## config.mk

```make
export PLATFORM = sky130hd
export DESIGN_NAME = pc_seq
export DESIGN_NICKNAME = d
export VERILOG_FILES = /design/src/rtl/pc_seq_pkg.sv /design/src/rtl/ret_stack.sv /design/src/rtl/pc_seq.sv
export SDC_FILE = /design/constraint.sdc
export NUM_CORES = 1
export LEC_CHECK = 0
export ABC_AREA = 1
export BUFFER_PORTS_ARGS = -buffer_cell sky130_fd_sc_hd__buf_2
export CAP_MARGIN = 15
export CORE_ASPECT_RATIO = 0.8
export CORE_UTILIZATION = 35
export CTS_BUF_LIST = sky130_fd_sc_hd__clkbuf_2
export CTS_CLUSTER_DIAMETER = 30
export DETAILED_ROUTE_END_ITERATION = 6
export HOLD_SLACK_MARGIN = 0.15
export PLACE_DENSITY = 0.49
export SYNTH_ARGS = -nofsm -noshare
export SYNTH_HDL_FRONTEND = slang
export SYNTH_HIERARCHICAL = 1
export SYNTH_SLANG_ARGS = --single-unit
```

## constraint.sdc

```tcl
create_clock -name clk -period 7 [get_ports clk]
set_clock_uncertainty 0.15 [all_clocks]
set_input_delay 1.05 -clock clk [delete_from_list [all_inputs] [get_ports clk]]
set_output_delay 1.05 -clock clk [all_outputs]
set_load 0.05 [all_outputs]
```

## src/rtl/pc_seq_pkg.sv

```systemverilog
// Shared types for the fetch-stage program counter sequencer.
// Operation encoding used on the op port and by the next-PC logic.
package pc_seq_pkg;

    localparam int PC_OP_W = 3;

    typedef enum logic [PC_OP_W-1:0] {
        PC_HOLD = 3'd0,
        PC_INC  = 3'd1,
        PC_REL  = 3'd2,
        PC_ABS  = 3'd3,
        PC_CALL = 3'd4,
        PC_RET  = 3'd5
    } pc_op_e;

endpackage

```

## src/rtl/ret_stack.sv

```systemverilog
// Hardware return-address LIFO; pushes when full and pops when empty are dropped.
// Top-of-stack is a combinational read of the registered depth; contents are not reset.
module ret_stack #(
    parameter int W = 12,
    parameter int N = 4,
    localparam int DW = $clog2(N + 1),
    localparam int AW = (N > 1) ? $clog2(N) : 1
) (
    input  logic          clk,
    input  logic          reset,
    input  logic          push,
    input  logic          pop,
    input  logic [W-1:0]  din,
    output logic [W-1:0]  dout,
    output logic [DW-1:0] depth,
    output logic          full,
    output logic          empty
);

    logic [W-1:0]  mem_q [N];
    logic [DW-1:0] depth_q, depth_d;
    logic [AW-1:0] wr_idx, rd_idx;
    logic          do_push, do_pop;

    assign full    = (depth_q == DW'(N));
    assign empty   = (depth_q == '0);
    assign do_push = push && !full;
    assign do_pop  = pop && !empty;
    assign wr_idx  = AW'(depth_q);
    assign rd_idx  = AW'(depth_q - DW'(1));
    assign dout    = empty ? '0 : mem_q[rd_idx];
    assign depth   = depth_q;

    always_comb begin
        depth_d = depth_q;
        if (do_push) begin
            depth_d = depth_q + DW'(1);
        end else if (do_pop) begin
            depth_d = depth_q - DW'(1);
        end
    end

    always_ff @(posedge clk) begin
        if (!reset) begin
            depth_q <= '0;
        end else begin
            depth_q <= depth_d;
        end
    end

    // Storage needs no reset: entries above depth are never read.
    always_ff @(posedge clk) begin
        if (reset && do_push) begin
            mem_q[wr_idx] <= din;
        end
    end

endmodule

```

## src/rtl/pc_seq.sv

```systemverilog
// Fetch-stage program counter: INC/REL/ABS jumps plus CALL/RET via ret_stack.
// One-cycle op-to-prog_ctr latency; stall freezes PC, stack and sticky flags.
module pc_seq
    import pc_seq_pkg::*;
#(
    parameter int          D       = 12,
    parameter int          SD      = 4,
    parameter logic [D-1:0] RST_VAL = '0
) (
    input  logic                       clk,
    input  logic                       reset,
    input  logic                       stall,
    input  logic [PC_OP_W-1:0]         op,
    input  logic [D-1:0]               target,
    output logic [D-1:0]               prog_ctr,
    output logic [$clog2(SD+1)-1:0]    stack_depth,
    output logic                       stack_full,
    output logic                       stack_empty,
    output logic                       stack_ovf,
    output logic                       stack_unf
);

    logic [D-1:0] pc_q, pc_d, pc_inc, tos;
    logic         ovf_q, ovf_d, unf_q, unf_d;
    logic         push, pop;

    assign pc_inc = pc_q + D'(1);

    ret_stack #(.W(D), .N(SD)) u_ret_stack (
        .clk   (clk),
        .reset (reset),
        .push  (push),
        .pop   (pop),
        .din   (pc_inc),
        .dout  (tos),
        .depth (stack_depth),
        .full  (stack_full),
        .empty (stack_empty)
    );

    always_comb begin
        pc_d  = pc_q;
        ovf_d = ovf_q;
        unf_d = unf_q;
        push  = 1'b0;
        pop   = 1'b0;
        if (!stall) begin
            case (pc_op_e'(op))
                PC_HOLD: pc_d = pc_q;
                PC_INC:  pc_d = pc_inc;
                PC_REL:  pc_d = pc_q + target;
                PC_ABS:  pc_d = target;
                PC_CALL: begin
                    pc_d = target;
                    push = 1'b1;
                    if (stack_full) ovf_d = 1'b1;
                end
                PC_RET: begin
                    // Empty-stack return degrades to a plain increment.
                    if (stack_empty) begin
                        pc_d  = pc_inc;
                        unf_d = 1'b1;
                    end else begin
                        pc_d = tos;
                        pop  = 1'b1;
                    end
                end
                default: pc_d = pc_inc;
            endcase
        end
    end

    always_ff @(posedge clk) begin
        if (!reset) begin
            pc_q  <= RST_VAL;
            ovf_q <= 1'b0;
            unf_q <= 1'b0;
        end else begin
            pc_q  <= pc_d;
            ovf_q <= ovf_d;
            unf_q <= unf_d;
        end
    end

    assign prog_ctr  = pc_q;
    assign stack_ovf = ovf_q;
    assign stack_unf = unf_q;

endmodule

```

==> results_dict.tcl <==
set metrics [dict create \
    synthCells 500 \
    tightestPinTransition_ns 0.984 \
    yosys.area.top_type_share 0.362 \
    multi_input_area_mm2 0.00184 \
    ir_worst_vdd_mv 0.0737 \
    finalCriticalPeriod_ns 4.03 \
    synth_edf_count 48 \
    drive_gt1_frac 0.132 \
    synth_ff_type "edfxtp_1" \
    start_util 0.362 \
    syn_nets 537 \
    cts_buffers 9 \
    path_class "reg -> out" \
    hold_depth 2 \
    place_hpwl_mm 8.72 \
    vias 3436 \
    place_area_mm2 0.00420 \
    yosys.area.top_type "edfxtp_1" \
    rows 34 \
    die_w_um 121 \
    avgSynthCellArea_um2 7.96 \
    max_freq_ghz 0.248 \
    nFillCells 1167 \
    hold_buffers 0 \
    worst_hold_slack_ns 0.349 \
    finalWeightedCongestion 0.867 \
    tritoncts "yes" \
    hp-start "stack_unf" \
    portBuffers 36 \
    wl_mm 11.5 \
    final_util 0.396 \
    rsz0062_at_grt "false" \
    grt_pass1_wl_mm 18.4 \
    wl_per_cell_um 16.9 \
    ctsLongestPathBuffers 2 \
    die_h_um 97.4 \
    grt_pass1_vias 3293 \
    seqCellArea_mm2 0.00178 \
    grt_max_degree 30 \
    final_cell_mix "nand2_1, nor2_1, inv_1, edfxtp_1, nand3_1" \
    p_total_uw 890 \
    crit_fanout 29 \
    crit_required_ns 5.80 \
    grt_overflow 0 \
    max-cap-violations 0 \
    timing.final.max_slew_violations 0 \
    final_common_cell "nand2_1" \
    routed_via_density 5.04 \
    fin_crit_sh 0.575 \
    core-area_mm2 0.0110 \
    design_area_mm2 0.00434 \
    htreeDepth 3 \
    end_kind "output pin" \
    ys_async_sr_fraction 0 \
    finalSetupTns_ns 0 \
    p_leak_nw 1.88 \
    ant_nets 0 \
    dr.first_iter.drc_count 308 \
    antenna_found_initial 1 \
    worstReg2RegStart "u_ret_stack/depth[0]" \
    synth_area_leaders "edfxtp_1, nand2_1, dfxtp_1, nor2_1, ha_1" \
    fin_cells 682 \
    ys_ff_latch 65 \
    finalHoldViolCount 0 \
    ios 37 \
    worstRegToRegCells 5 \
    rrSetupSlack_ns 3.69 \
    status "finished, final reports clean" \
    clk_latency_ns 0.52 \
    drc 0 \
    cts.sinks 65 \
    fin_ws_ns 2.97 \
    dieArea_mm2 0.0118 \
    hold_path.class "reg -> reg" \
    nets 569 \
    dp_cells 665 \
    timing.rr.end "u_ret_stack/mem_q[3][10]" \
    power_density_mw_per_mm2 205 \
    grt_usage 0.211 \
    dr.pass1.iters 6 \
    yosysWarnings 6 \
    seq_area_frac_synth 0.448 \
    clkSlewWorstSetupHoldPaths_ns 0.20 \
    post_cts_buffers 0 \
    arrival_ns 2.83 \
    netlist_area_mm2 0.00398 \
    cts_root_buffer "clkbuf_2" \
    relSlewSlack 0.341 \
    hold_path_end "stack_unf" \
    startpoint_type "flop" \
    pre_cts_ws_ns 3.49 \
    syn2layout_area_growth_pct 9.15 \
    final-setup-viol-count 0 \
    yosysUniqueCellTypes 36 \
    cts_resized 0 \
]
worst max path at each step:
stage | from | end | slack (ns)
floorplan | u_ret_stack/depth[0] | stack_empty | 4.12
CTS | u_ret_stack/depth[0] | stack_empty | 2.90
global route | u_ret_stack/depth[0] | stack_empty | 2.70
global placement | op[0] | u_ret_stack/mem_q[2][8] | 3.52
detailed placement | op[0] | u_ret_stack/mem_q[3][11] | 3.49
finish | u_ret_stack/depth[0] | stack_empty | 2.97
critical path: stages, from the launching register on:
cell and delay [ns]:
dfxtp_1 0.97, inv_4 0.28, ha_1 0.32, ha_1 0.42, buf_2 0.32
sequential cells by signal, summed over array words and instances, names as in the netlist:
register and flops:
u_ret_stack/depth 3, u_ret_stack/mem_q 48, prog_ctr 12, stack_ovf 1, stack_unf 1
kinds of logic (layout without fill, tap and decap cells):
logic type	Yosys count	count (layout)	share of synthesized area
and+or+nand+nor	254	254	0.270
AOI/OAI and AO/OA	84	84	0.116
buffers and inverters	72	109	0.0890
DFF	65	65	0.448
adders and majority gates	19	19	0.0617
xor gates and xnor gates	6	6	0.0151
other	0	1	0
synth_stat cells, types with 2 or more instances:
master	instances
inv_1	51
inv_2	5
nor2_1	77
a31oi_1	3
buf_4	2
nand3b_1	5
buf_6	8
and2_1	3
a21oi_1	36
a21oi_2	3
dfxtp_1	17
xnor2_1	2
edfxtp_1	48
nand2_1	113
a211oi_1	2
clkbuf_1	2
nor2_2	3
ha_1	18
buf_2	2
o21ai_1	19
nand4_1	8
o21ai_0	17
xor2_1	3
nand3_1	38
a22o_1	2
nand2_2	3
report_power, final:
part	internal (mW)	leakage, nW	total (mW)	switching (mW)
clock network	0.118	0.0783	0.266	0.148
logic	0.0534	1.22	0.183	0.129
registers	0.425	0.576	0.441	0.0164
final cells by class:
class	count	share of cell area
repair buffers	36	0.0415
clock buffers	9	0.0104
flip-flops and latches	65	0.410
well taps	144	0.0415
diodes	1	0.000576
clock inverters	7	0.0216
multi-input cells	363	0.424
inverters	57	0.0499
layer usage:
metal | global-route usage | share of wire | vias up
li1 | - | - | 1722
met1 | 0.313 | 0.50 | 1591
met2 | 0.302 | 0.42 | 108
met3 | 0.0469 | 0.062 | 15
met4 | 0.0646 | 0.019 | 0
met5 | 0 | 0 | -
No activity file was read; power rests on OpenSTA's default activity.
